`src/rtl/adder_tree_acc_if.sv`:
```
// Beat/result bundle between the MAC array and the adder-tree accumulator.
// Latency: none (wires only).
// Backpressure: none; the producer may issue one beat per cycle.
interface adder_tree_acc_if #(
  parameter int BITSIZE    = 14,
  parameter int NUM_INPUTS = 27,
  parameter int ACC_GUARD  = 4
);
  localparam int STAGES = $clog2(NUM_INPUTS);
  localparam int SUM_W  = BITSIZE + STAGES;
  localparam int ACC_W  = SUM_W + ACC_GUARD;

  logic                          start_adder;
  logic [NUM_INPUTS*BITSIZE-1:0] input_numbers;
  logic                          first_pass;
  logic                          last_pass;
  logic signed [SUM_W-1:0]       bias;
  logic signed [ACC_W-1:0]       acc_output;
  logic signed [BITSIZE-1:0]     sat_output;
  logic                          data_valid;
  logic                          overflow;

  // Producer side: drives beats, observes finished groups.
  modport master (
    output start_adder, input_numbers, first_pass, last_pass, bias,
    input  acc_output, sat_output, data_valid, overflow
  );

  // Accumulator side: consumes beats, presents finished groups.
  modport slave (
    input  start_adder, input_numbers, first_pass, last_pass, bias,
    output acc_output, sat_output, data_valid, overflow
  );
endinterface

```
`src/rtl/adder_tree_acc.sv`:
```
// Pipelined signed adder tree with multi-pass saturating accumulation, bias and clamped output.
// Latency: data_valid STAGES+1 cycles after the last_pass beat is sampled.
// Backpressure: none; accepts one beat per cycle, bubbles allowed anywhere.
module adder_tree_acc #(
  parameter int BITSIZE    = 14,
  parameter int NUM_INPUTS = 27,
  parameter int ACC_GUARD  = 4,
  parameter int OUT_SHIFT  = 0
) (
  input  logic              clk,
  input  logic              rst,
  adder_tree_acc_if.slave   bus
);
  localparam int STAGES = $clog2(NUM_INPUTS);
  localparam int SUM_W  = BITSIZE + STAGES;
  localparam int ACC_W  = SUM_W + ACC_GUARD;
  localparam int HALF   = (NUM_INPUTS + 1) / 2;

  localparam logic signed [ACC_W-1:0] ACC_MAX = {1'b0, {(ACC_W-1){1'b1}}};
  localparam logic signed [ACC_W-1:0] ACC_MIN = {1'b1, {(ACC_W-1){1'b0}}};
  localparam logic signed [ACC_W-1:0] SAT_MAX = {{(ACC_W-BITSIZE+1){1'b0}}, {(BITSIZE-1){1'b1}}};
  localparam logic signed [ACC_W-1:0] SAT_MIN = {{(ACC_W-BITSIZE+1){1'b1}}, {(BITSIZE-1){1'b0}}};

  // Number of live elements at tree level l (level 0 = raw operands).
  function automatic int lvl_cnt(input int l);
    return (NUM_INPUTS + (1 << l) - 1) >> l;
  endfunction

  // Every tree element is carried at full SUM_W width; the tree sum is exact.
  logic signed [SUM_W-1:0] lvl    [0:STAGES][0:NUM_INPUTS-1];
  logic signed [SUM_W-1:0] tree_d [0:STAGES-1][0:HALF-1];
  logic signed [SUM_W-1:0] tree_q [0:STAGES-1][0:HALF-1];

  // Sideband shift chain, aligned with the tree levels.
  logic [STAGES-1:0]       sb_vld_d,   sb_vld_q;
  logic [STAGES-1:0]       sb_first_d, sb_first_q;
  logic [STAGES-1:0]       sb_last_d,  sb_last_q;
  logic signed [SUM_W-1:0] sb_bias_d [0:STAGES-1];
  logic signed [SUM_W-1:0] sb_bias_q [0:STAGES-1];

  // Accumulator stage.
  logic signed [ACC_W-1:0] acc_d, acc_q;
  logic                    ovf_d, ovf_q;
  logic                    open_d, open_q;
  logic                    done_d, done_q;
  logic signed [ACC_W-1:0] base, sum_ext;
  logic signed [ACC_W:0]   wide;
  logic                    sticky;

  // Output stage.
  logic signed [ACC_W-1:0]   shifted;
  logic signed [BITSIZE-1:0] sat_val;
  logic                      out_vld_d, out_vld_q;
  logic signed [ACC_W-1:0]   out_acc_d, out_acc_q;
  logic signed [BITSIZE-1:0] out_sat_d, out_sat_q;
  logic                      out_ovf_d, out_ovf_q;

  // Level view: sign-extended operands at level 0, registered partial sums above.
  always_comb begin
    for (int j = 0; j < NUM_INPUTS; j++) begin
      lvl[0][j] = SUM_W'($signed(bus.input_numbers[j*BITSIZE +: BITSIZE]));
    end
    for (int l = 1; l <= STAGES; l++) begin
      for (int j = 0; j < NUM_INPUTS; j++) begin
        lvl[l][j] = (j < HALF) ? tree_q[l-1][j] : '0;
      end
    end
  end

  // Pairwise add per level; an odd trailing element passes through unchanged.
  always_comb begin
    int ia;
    int ib;
    for (int l = 0; l < STAGES; l++) begin
      for (int j = 0; j < HALF; j++) begin
        tree_d[l][j] = '0;
      end
    end
    for (int l = 1; l <= STAGES; l++) begin
      for (int j = 0; j < HALF; j++) begin
        ia = 2 * j;
        ib = (2 * j + 1 < NUM_INPUTS) ? 2 * j + 1 : 2 * j;
        if (j < lvl_cnt(l)) begin
          if (2 * j + 1 < lvl_cnt(l - 1)) begin
            tree_d[l-1][j] = lvl[l-1][ia] + lvl[l-1][ib];
          end else begin
            tree_d[l-1][j] = lvl[l-1][ia];
          end
        end
      end
    end
  end

  // Tree level registers.
  always_ff @(posedge clk or negedge rst) begin
    if (!rst) begin
      for (int l = 0; l < STAGES; l++) begin
        for (int j = 0; j < HALF; j++) begin
          tree_q[l][j] <= '0;
        end
      end
    end else begin
      tree_q <= tree_d;
    end
  end

  // Sideband advance; flags only count on valid beats.
  always_comb begin
    sb_vld_d[0]   = bus.start_adder;
    sb_first_d[0] = bus.start_adder & bus.first_pass;
    sb_last_d[0]  = bus.start_adder & bus.last_pass;
    sb_bias_d[0]  = bus.bias;
    for (int i = 1; i < STAGES; i++) begin
      sb_vld_d[i]   = sb_vld_q[i-1];
      sb_first_d[i] = sb_first_q[i-1];
      sb_last_d[i]  = sb_last_q[i-1];
      sb_bias_d[i]  = sb_bias_q[i-1];
    end
  end

  // Sideband registers.
  always_ff @(posedge clk or negedge rst) begin
    if (!rst) begin
      sb_vld_q   <= '0;
      sb_first_q <= '0;
      sb_last_q  <= '0;
      for (int i = 0; i < STAGES; i++) begin
        sb_bias_q[i] <= '0;
      end
    end else begin
      sb_vld_q   <= sb_vld_d;
      sb_first_q <= sb_first_d;
      sb_last_q  <= sb_last_d;
      sb_bias_q  <= sb_bias_d;
    end
  end

  // Saturating accumulate; a beat with no open group and no first flag starts from zero.
  always_comb begin
    acc_d   = acc_q;
    ovf_d   = ovf_q;
    open_d  = open_q;
    done_d  = 1'b0;
    base    = '0;
    sticky  = 1'b0;
    wide    = '0;
    sum_ext = ACC_W'(tree_q[STAGES-1][0]);
    if (sb_vld_q[STAGES-1]) begin
      if (sb_first_q[STAGES-1]) begin
        base = ACC_W'(sb_bias_q[STAGES-1]);
      end else if (open_q) begin
        base   = acc_q;
        sticky = ovf_q;
      end
      wide = (ACC_W+1)'(base) + (ACC_W+1)'(sum_ext);
      if (wide[ACC_W] != wide[ACC_W-1]) begin
        acc_d = wide[ACC_W] ? ACC_MIN : ACC_MAX;
        ovf_d = 1'b1;
      end else begin
        acc_d = wide[ACC_W-1:0];
        ovf_d = sticky;
      end
      open_d = ~sb_last_q[STAGES-1];
      done_d = sb_last_q[STAGES-1];
    end
  end

  // Accumulator registers.
  always_ff @(posedge clk or negedge rst) begin
    if (!rst) begin
      acc_q  <= '0;
      ovf_q  <= 1'b0;
      open_q <= 1'b0;
      done_q <= 1'b0;
    end else begin
      acc_q  <= acc_d;
      ovf_q  <= ovf_d;
      open_q <= open_d;
      done_q <= done_d;
    end
  end

  // Floor shift then clamp to the operand range; results held between groups.
  always_comb begin
    shifted = acc_q >>> OUT_SHIFT;
    if (shifted > SAT_MAX) begin
      sat_val = SAT_MAX[BITSIZE-1:0];
    end else if (shifted < SAT_MIN) begin
      sat_val = SAT_MIN[BITSIZE-1:0];
    end else begin
      sat_val = shifted[BITSIZE-1:0];
    end
    out_vld_d = done_q;
    out_acc_d = done_q ? acc_q   : out_acc_q;
    out_sat_d = done_q ? sat_val : out_sat_q;
    out_ovf_d = done_q ? ovf_q   : out_ovf_q;
  end

  // Output registers.
  always_ff @(posedge clk or negedge rst) begin
    if (!rst) begin
      out_vld_q <= 1'b0;
      out_acc_q <= '0;
      out_sat_q <= '0;
      out_ovf_q <= 1'b0;
    end else begin
      out_vld_q <= out_vld_d;
      out_acc_q <= out_acc_d;
      out_sat_q <= out_sat_d;
      out_ovf_q <= out_ovf_d;
    end
  end

  assign bus.data_valid = out_vld_q;
  assign bus.acc_output = out_acc_q;
  assign bus.sat_output = out_sat_q;
  assign bus.overflow   = out_ovf_q;
endmodule

```
`src/flat_wrapper.sv`:
```
// flat-port wrapper written by rule: the top's interface ports become plain ports
module adder_tree_acc_flat 
#(
  parameter int BITSIZE    = 14,
  parameter int NUM_INPUTS = 27,
  parameter int ACC_GUARD  = 4,
  parameter int OUT_SHIFT  = 0
)
  (clk, rst, bus_start_adder, bus_input_numbers, bus_first_pass, bus_last_pass, bus_bias, bus_acc_output, bus_sat_output, bus_data_valid, bus_overflow);
  adder_tree_acc_if #(.BITSIZE(BITSIZE), .NUM_INPUTS(NUM_INPUTS), .ACC_GUARD(ACC_GUARD)) bus_i ();
  input  logic clk;
  input  logic rst;
  input wire logic [$bits(bus_i.start_adder)-1:0] bus_start_adder;
  input wire logic [$bits(bus_i.input_numbers)-1:0] bus_input_numbers;
  input wire logic [$bits(bus_i.first_pass)-1:0] bus_first_pass;
  input wire logic [$bits(bus_i.last_pass)-1:0] bus_last_pass;
  input wire logic [$bits(bus_i.bias)-1:0] bus_bias;
  output wire logic [$bits(bus_i.acc_output)-1:0] bus_acc_output;
  output wire logic [$bits(bus_i.sat_output)-1:0] bus_sat_output;
  output wire logic [$bits(bus_i.data_valid)-1:0] bus_data_valid;
  output wire logic [$bits(bus_i.overflow)-1:0] bus_overflow;
  assign bus_i.start_adder = bus_start_adder;
  assign bus_i.input_numbers = bus_input_numbers;
  assign bus_i.first_pass = bus_first_pass;
  assign bus_i.last_pass = bus_last_pass;
  assign bus_i.bias = bus_bias;
  assign bus_acc_output = bus_i.acc_output;
  assign bus_sat_output = bus_i.sat_output;
  assign bus_data_valid = bus_i.data_valid;
  assign bus_overflow = bus_i.overflow;
  adder_tree_acc #(.BITSIZE(BITSIZE), .NUM_INPUTS(NUM_INPUTS), .ACC_GUARD(ACC_GUARD), .OUT_SHIFT(OUT_SHIFT)) u_core (.clk(clk), .rst(rst), .bus(bus_i));
endmodule
```
`config.mk`:
```
export PLATFORM = sky130hd
export DESIGN_NAME = adder_tree_acc_flat
export DESIGN_NICKNAME = d
export VERILOG_FILES = /design/src/rtl/adder_tree_acc_if.sv /design/src/rtl/adder_tree_acc.sv /design/src/flat_wrapper.sv
export SDC_FILE = /design/constraint.sdc
export NUM_CORES = 1
export LEC_CHECK = 0
export CAP_MARGIN = 20
export CELL_PAD_IN_SITES_DETAIL_PLACEMENT = 0
export CELL_PAD_IN_SITES_GLOBAL_PLACEMENT = 1
export CORE_MARGIN = 5
export CORE_UTILIZATION = 30
export DETAILED_ROUTE_END_ITERATION = 16
export GPL_TIMING_DRIVEN = 0
export PLACE_DENSITY = 0.62
export SLEW_MARGIN = 20
export SYNTH_ARGS = -nofsm -noshare
export SYNTH_HDL_FRONTEND = slang
export SYNTH_SLANG_ARGS = --single-unit
```
`constraint.sdc`:
```
create_clock -name clk -period 7.5 [get_ports clk]
set_input_delay 1.125 -clock clk [delete_from_list [all_inputs] [get_ports clk]]
set_output_delay 1.125 -clock clk [all_outputs]
set_load 0.02 [all_outputs]
```
==> results of run 1 <==
==> worst max-delay path, delay by kind of cell, from the launching register on <==
family,cells,cell delay (ns)
AOI/OAI and AO/OA,4,0.81
and+or+nand+nor,4,0.67
DFF,1,0.38
buffers and inverters,4,1.11
muxes,1,0.26
adders and majority gates,3,0.90
==> cell type report <==
class	instances	area (um2)
buffer	26	125
clock inverter	31	318
inverter	214	803
clock buffer	108	2240
tap	1536	1920
sequential	650	16300
multi-input combinational	2425	18600
timing repair buffer	447	4600
antenna	2	5.00
fill	11700	73400
==> cells in the final DEF (no fill, tap or decap), types with 12 or more instances in the layout <==
master and instances:
sky130_fd_sc_hd__dfrtp_1 650, sky130_fd_sc_hd__clkdlybuf4s50_1 439, sky130_fd_sc_hd__ha_1 418, sky130_fd_sc_hd__xnor2_1 263, sky130_fd_sc_hd__nor2_1 223, sky130_fd_sc_hd__a21oi_1 219, sky130_fd_sc_hd__inv_1 214, sky130_fd_sc_hd__o21ai_0 165
sky130_fd_sc_hd__nand2_1 154, sky130_fd_sc_hd__nor2b_1 101, sky130_fd_sc_hd__nor3_1 80, sky130_fd_sc_hd__a21o_1 79, sky130_fd_sc_hd__clkbuf_16 79, sky130_fd_sc_hd__xor2_1 63, sky130_fd_sc_hd__a31oi_1 50, sky130_fd_sc_hd__nand3_1 47
sky130_fd_sc_hd__o21bai_1 42, sky130_fd_sc_hd__or3_1 35, sky130_fd_sc_hd__mux2_2 35, sky130_fd_sc_hd__clkbuf_1 30, sky130_fd_sc_hd__a22o_1 30, sky130_fd_sc_hd__and2_1 30, sky130_fd_sc_hd__a311o_1 28, sky130_fd_sc_hd__fa_1 27
sky130_fd_sc_hd__a21boi_0 24, sky130_fd_sc_hd__nand2b_1 23, sky130_fd_sc_hd__a311oi_1 19, sky130_fd_sc_hd__o21a_1 17, sky130_fd_sc_hd__nor3b_1 15, sky130_fd_sc_hd__clkbuf_8 15, sky130_fd_sc_hd__mux2i_1 14, sky130_fd_sc_hd__a31o_2 14
sky130_fd_sc_hd__o22ai_1 14, sky130_fd_sc_hd__clkinv_2 14, sky130_fd_sc_hd__a211o_1 13, sky130_fd_sc_hd__a41oi_1 13, sky130_fd_sc_hd__and3_1 12, sky130_fd_sc_hd__a2111oi_0 12
==> report_power, final <==
part	leakage, nW	switching [W]	total, W	internal, W
Sequential	7.63	0.000612	0.00536	0.00475
Combinational	11.1	0.00486	0.00899	0.00413
Clock	1.25	0.00146	0.00371	0.00225
Total	20.0	0.00693	0.0181	0.0111
==> registers in the layout (all words and copies together) (netlist names) <==
name,flops
u_core.sb_last_q,5
u_core.bus.overflow,1
u_core.sb_bias_d,76
u_core.ovf_q,1
u_core.done_q,1
u_core.bus.acc_output,23
u_core.sb_vld_q,5
u_core.bus.sat_output,14
u_core.open_q,1
u_core.sb_bias_q,19
u_core.lvl,475
u_core.sb_first_q,5
u_core.acc_q,23
u_core.bus.data_valid,1
==> worst paths after layout <==
kind | to | from | slack (ns)
worst max-delay path | u_core.acc_q[0] | u_core.sb_first_q[4] | 3.23
worst min-delay path | u_core.sb_bias_d[13] | u_core.sb_bias_d[32] | 0.34
worst max register to register | u_core.acc_q[0] | u_core.sb_first_q[4] | 3.23
worst min register to register | u_core.sb_bias_d[13] | u_core.sb_bias_d[32] | 0.34
max in group asynchronous | u_core.lvl[2430] | rst | 5.38
min in group asynchronous | u_core.sb_bias_d[3] | rst | 0.43
==> kinds of logic after synthesis <==
kind of cell             share of synthesized area, %
AND/OR/NAND/NOR                                  10.7
multiplexers                                     1.58
buffers and inverters                            2.60
adder cells (fa/ha/maj)                          16.5
flip-flops                                       45.5
XOR/XNOR                                         7.98
AO/OA/AOI/OAI                                    15.2
==> layer usage <==
metal	wire, um	track usage, %
met1	38300	17.0
met2	41700	23.4
met3	4060	3.00
met4	1640	3.57
met5	31	0
==> stage by stage <==
step | worst slack (ns) | instance area [um2] | util, %
final | 3.23 | 44800 | 37.9
after global routing | 2.95 | 44800 | 37.9
after CTS | 3.20 | 44800 | 37.9
after detailed placement | 3.23 | 42300 | 35.8
after global placement | -23.64 | 42100 | 35.6
after floorplan | 4.07 | 35800 | -
==> results by group, run 1 <==
Run status
  • Result of the run: completed

Synth
  • Area share of the largest cell type after synthesis: 45.5%
  • Cell type with the highest aggregate area in the netlist: sky130_fd_sc_hd__dfrtp_1
  • Post-synthesis async set-or-reset flop share: 100%
  • Instance count of the mapped netlist: 3315
  • Count of flip-flops with a built-in enable after synthesis: 0
  • Post-Syn Area per Cell: 10.8 um2
  • Flop and latch count out of synthesis: 650
  • Cell types with the largest area share after synthesis: sky130_fd_sc_hd__dfrtp_1, sky130_fd_sc_hd__ha_1, sky130_fd_sc_hd__xnor2_1, sky130_fd_sc_hd__a21oi_1, sky130_fd_sc_hd__nor2_1
  • Sequential fraction of the synthesis area: 45.5%
  • Synth cell types: 78
  • Most common cell in the netlist: sky130_fd_sc_hd__dfrtp_1
  • Cell types with the highest counts after synthesis: sky130_fd_sc_hd__dfrtp_1, sky130_fd_sc_hd__ha_1, sky130_fd_sc_hd__xnor2_1, sky130_fd_sc_hd__nor2_1, sky130_fd_sc_hd__a21oi_1
  • Nets in the synthesized netlist: 4162
  • Yosys warns: 0
  • Dominant synthesized flop cell: sky130_fd_sc_hd__dfrtp_1
  • Synthesized cell area: 35800 um2

CTS
  • Cts hold-fix bufs: 0
  • Number of buffers created by CTS: 77
  • CTS sink count: 650
  • Clock Root Buffer: sky130_fd_sc_hd__clkbuf_16
  • Maximum root-to-sink buffer count: 3
  • Number of H-tree levels: 3
  • Count of cells resized by post-cts repair: 0
  • Clock transition time at the flip-flop clock pins of the worst setup and hold paths: 0.05 ns
  • Clock tree from TritonCTS: yes
  • Insertion delay of the later-clocked pin in the worst-skew pair: 0.63 ns
  • Setup Buffers After CTS: 0

STA
  • Number of hold violations in the final report: 0
  • RSZ-0062 raised after global routing: no
  • Number of pins with negative max-slew slack in the final report: 0
  • Final worst path period need: 4.27 ns
  • Max Freq: 234 MHz
  • Max Clock Skew: 0.0215 ns
  • Worst-case headroom to the max-slew limit: 55.2%
  • Period utilization: 56.9%
  • Final TNS setup: 0 ns
  • Actual transition at the worst max-transition pin: 0.672 ns
  • Min Hold Slack: 0.337 ns
  • Setup Viol. Count Final: 0

Flow run
  • Max-cap violations: 0

Floorplanning
  • Die Ht: 355 um
  • DIE WIDTH: 355 um
  • Number of I/O pins: 441
  • Placement Rows: 126
  • Core Area: 118000 um2
  • Floorplan die area: 126000 um2
  • Effective utilization at floorplan: 30.2%

Detailed routing
  • Remaining antenna violation count: 0
  • Routed length per placed instance: 15.8 um
  • Vias per cell: 4.65
  • # DRC: 0
  • 1st-pass router iterations: 5
  • First-iteration detailed-routing DRC count: 992
  • Vias post-DR: 25300
  • Detailed-route wire length: 85700 um

Cells and area
  • Fraction of layout instances using a drive strength above 1: 5.49%
  • Final Net Count: 4688
  • Count of non-filler cells in the finished layout: 5439
  • Relative area change from synthesis to final layout: 25.4%

Setup path
  • Library cell contributing the largest single delay on the critical path: sky130_fd_sc_hd__clkbuf_1
  • Crit-path cells: nor2b_1 > clkbuf_1 > clkbuf_1 > a22o_1 > ha_1 > inv_1 > fa_1 > nor2b_1 > o31a_1 > o311ai_2 > o211ai_2 > or3_4 > nand4_4 > buf_6 > maj3_2 > mux2_2
  • Required time of the worst setup path: 8.00 ns
  • Arrival time at the worst endpoint: 4.77 ns
  • Delay of the slowest cell on the worst path: 0.47 ns
  • Element type at the critical path end: register
  • Worst-path maximum fanout: 10
  • Kind of start point of the critical path: register
  • Startpoint-to-endpoint class of the critical path: register to register
  • Logic depth of the worst register-to-register path: 16

Global route
  • Number of global-route vias before repair: 26300
  • Residual overflow from global routing: 0
  • Global-route total usage across every layer: 13.5%
  • First-pass GRT wire length: 137000 um
  • Number of antenna violations at the first check in global routing: 5
  • Pin count of the biggest net entering global routing: 103

Pwr
  • Power after layout: 0.0181 W
  • Peak ir drop on the vdd network: 0.000163 V
  • Cell area power density: 403 nW/um2
  • Leakage component of the power: 20.0 nW

Placed design
  • Post-placement cell count: 5298
  • PortBufs: 440
  • Routability congestion estimate from global placement: 0.784
  • HPWL after detailed placement: 69300 um

Worst hold path
  • Kind of path behind the tightest hold check: register to register
  • Hold-critical path depth: 0
Note: power is estimated with default switching activity, not from simulation.
==> inputs of run 2 (changes only) <==
--- a/config.mk
+++ b/config.mk
@@ -12,7 +12,7 @@
 export CORE_UTILIZATION = 30
 export DETAILED_ROUTE_END_ITERATION = 16
 export GPL_TIMING_DRIVEN = 0
-export PLACE_DENSITY = 0.62
+export PLACE_DENSITY = 0.64
 export SLEW_MARGIN = 20
 export SYNTH_ARGS = -nofsm -noshare
 export SYNTH_HDL_FRONTEND = slang
==> constraint.sdc (replaced) <==
create_clock -name clk -period 3.8 [get_ports clk]
set_input_delay 0.57 -clock clk [delete_from_list [all_inputs] [get_ports clk]]
set_output_delay 0.57 -clock clk [all_outputs]
set_load 0.02 [all_outputs]
==> run 2 against run 1 <==
  * Worst setup slack lost 3.1 ns
  * Via count down 0.56%
  * Clock skew shrank 0.0026 ns
  * Final cell count grew 0.11%
  * Flip-flop and latch count did not move
  * Power up 100%
  * Sequential power rose by 98%
  * Die area is the same
  * Wire length fell by 1.3%
  * Critical path depth did not move
  * First-iteration DRC count down 5.1%
  * Highest routed layer is now met4
==> results by group, run 2 (synthesis gave the netlist of run 1 again) <==
Run status
  • Result of the run: completed

Floorplanning
  • Effective utilization at floorplan: 30.2%
  • DIE WIDTH: 355 um
  • Placement Rows: 126
  • Floorplan die area: 126000 um2
  • Number of I/O pins: 441
  • Die Ht: 355 um
  • Core Area: 118000 um2

Setup path
  • Required time of the worst setup path: 4.30 ns
  • Arrival time at the worst endpoint: 4.12 ns
  • Startpoint-to-endpoint class of the critical path: register to register
  • Crit-path cells: nor2b_1 > clkbuf_4 > buf_6 > a22o_1 > ha_1 > inv_1 > fa_1 > nor2b_1 > o31a_1 > o311ai_4 > o211ai_2 > nand2_1 > nand4_4 > buf_6 > maj3_2 > mux2_4
  • Crit-path leading delay family: compound AO/OA/AOI/OAI gates
  • Element type at the critical path end: register
  • Total buffers and inverters traversed by the critical path: 4
  • Delay of the slowest cell on the worst path: 0.38 ns
  • Worst-path maximum fanout: 10
  • Kind of start point of the critical path: register
  • Library cell contributing the largest single delay on the critical path: sky130_fd_sc_hd__dfrtp_1

Pwr
  • Peak ir drop on the vdd network: 0.000305 V
  • Leakage component of the power: 20.1 nW
  • Cell area power density: 802 nW/um2

Cells and area
  • Fraction of layout instances using a drive strength above 1: 5.96%
  • Relative area change from synthesis to final layout: 26.2%
  • Share of the core filled with cells in the final layout: 38.2%
  • Final Net Count: 4689
  • Number of flip-flops under the largest register name: 475
  • Most frequent standard cell in the layout excluding fill and tap cells: sky130_fd_sc_hd__dfrtp_1
  • Most frequent cells in the layout: sky130_fd_sc_hd__dfrtp_1, sky130_fd_sc_hd__clkdlybuf4s50_1, sky130_fd_sc_hd__ha_1, sky130_fd_sc_hd__xnor2_1, sky130_fd_sc_hd__nor2_1

Global route
  • Number of global-route vias before repair: 26100
  • Global-route total usage across every layer: 13.3%
  • First-pass GRT wire length: 136000 um
  • Residual overflow from global routing: 0
  • Number of antenna violations at the first check in global routing: 5
  • Pin count of the biggest net entering global routing: 103

Placed design
  • HPWL after detailed placement: 68000 um
  • PortBufs: 440
  • Routability congestion estimate from global placement: 0.788
  • Minimum setup slack after placement: -0.489 ns

Detailed routing
  • Routed length per placed instance: 15.5 um
  • Vias per cell: 4.62
  • 1st-pass router iterations: 5
  • # DRC: 0
  • Remaining antenna violation count: 0
  • Vias post-DR: 25200
  • Detailed-route wire length: 84600 um
  • First-iteration detailed-routing DRC count: 941

CTS
  • Clock transition time at the flip-flop clock pins of the worst setup and hold paths: 0.06 ns
  • Number of H-tree levels: 3
  • Clock tree from TritonCTS: yes
  • Maximum root-to-sink buffer count: 3
  • CTS sink count: 650
  • Insertion delay of the later-clocked pin in the worst-skew pair: 0.63 ns
  • Clock Root Buffer: sky130_fd_sc_hd__clkbuf_16
  • Number of buffers created by CTS: 78

STA
  • Number of hold violations in the final report: 0
  • Setup Viol. Count Final: 0
  • Max Freq: 276 MHz
  • Max Clock Skew: 0.0189 ns
  • Final worst path period need: 3.62 ns
  • Number of pins with negative max-slew slack in the final report: 0
  • Period utilization: 95.3%
  • Setup ws final: 0.179 ns
  • Actual transition at the worst max-transition pin: 0.669 ns
  • Worst-case headroom to the max-slew limit: 55.0%

Flow run
  • Max-cap violations: 0

Worst hold path
  • Kind of path behind the tightest hold check: register to register
[run 2: changes by cell type in the layout (fill, tap and decap cells not counted), sizes merged]
| cell | previous run | this run |
|---|---|---|
| clkinv | 14 | 21 |
| bufinv | 5 | 11 |
| buf | 18 | 19 |
| clkinvlp | 6 | 5 |
| inv | 220 | 219 |
| clkbuf | 124 | 117 |
| dlygate4sd3 | 0 | 1 |
[run 2: where the power goes]
group	switching (W)	internal (W)	total [W]
logic	0.00959	0.00821	0.0178
registers	0.00120	0.00937	0.0106
clock network	0.00299	0.00484	0.00783
[run 2: final timing paths]
check	startpoint	to	slack (ns)	cells after the start
max	u_core.open_q	u_core.acc_q[15]	0.18	16
min	u_core.lvl[1937]	u_core.lvl[1481]	0.34	0
max reg2reg	u_core.open_q	u_core.acc_q[15]	0.18	16
min reg2reg	u_core.lvl[1937]	u_core.lvl[1481]	0.34	0
max in group asynchronous	rst	u_core.lvl[2443]	1.42	6
min in group asynchronous	rst	u_core.sb_bias_d[23]	0.35	2
[run 2: repair_timing]
| action | 4_1_cts | 5_1_grt |
|---|---|---|
| endpoints found under the hold margin | 15 | 0 |
| buffers inserted | 2 | 0 |
| pin swaps | 2 | 0 |
| endpoints found under the setup margin | 24 | 22 |
| cloned | 0 | 0 |
| hold buffers | 1 | 0 |
| resized for setup | 8 | 12 |
[run 2: metrics by stage]
stage               total power (W)  area [um2]  cells  hold slack, ns  setup TNS, ns
global route                 0.0393       45100   5444           0.316       -0.00375
detailed placement           0.0286       42300   5298           0.335          -8.63
global placement             0.0286       42100   5291           0.334              -
floorplan                    0.0236       35800   3315           0.274              0
finish                       0.0362       45100   5445           0.344              0
CTS                          0.0368       45100   5444           0.294              0
[run 2: worst reg2reg max path: cells and delay by family, from the launching register on]
kind	cells	cell delay, ns
AO/OA/AOI/OAI	4	0.99
multiplexers	1	0.25
adder cells (fa/ha/maj)	3	0.73
buffers and inverters	4	0.64
AND/OR/NAND/NOR	4	0.53
flip-flops	1	0.38
[run 2: final cells by class]
| cell class | count | area (um2) |
|---|---|---|
| buffer | 23 | 136 |
| multi-input combinational | 2425 | 18600 |
| timing repair buffer | 450 | 4630 |
| tap | 1536 | 1920 |
| fill | 11700 | 73100 |
| clock inverter | 42 | 576 |
| antenna | 2 | 5.00 |
| clock buffer | 103 | 2190 |
| inverter | 214 | 803 |
| sequential | 650 | 16300 |
[run 2: metal layers]
| metal | wire [um] | global-route usage, % | vias to the layer above | part of all wire [%] |
|---|---|---|---|---|
| met3 | 3760 | 2.76 | 100 | 4.4 |
| met1 | 38000 | 16.9 | 11800 | 45 |
| met4 | 1720 | 3.02 | 0 | 2.0 |
| li1 | - | - | 12900 | - |
| met5 | 0 | 0 | - | 0 |
| met2 | 41100 | 23.2 | 386 | 49 |
==> inputs of run 3 (changes only) <==
--- a/config.mk
+++ b/config.mk
@@ -11,6 +11,7 @@
 export CORE_MARGIN = 5
 export CORE_UTILIZATION = 30
 export DETAILED_ROUTE_END_ITERATION = 16
+export GPL_ROUTABILITY_DRIVEN = 1
 export GPL_TIMING_DRIVEN = 0
 export PLACE_DENSITY = 0.64
 export SLEW_MARGIN = 20
==> results of run 3 <==
Final layout, timing and power as in run 2 (identical DEF).
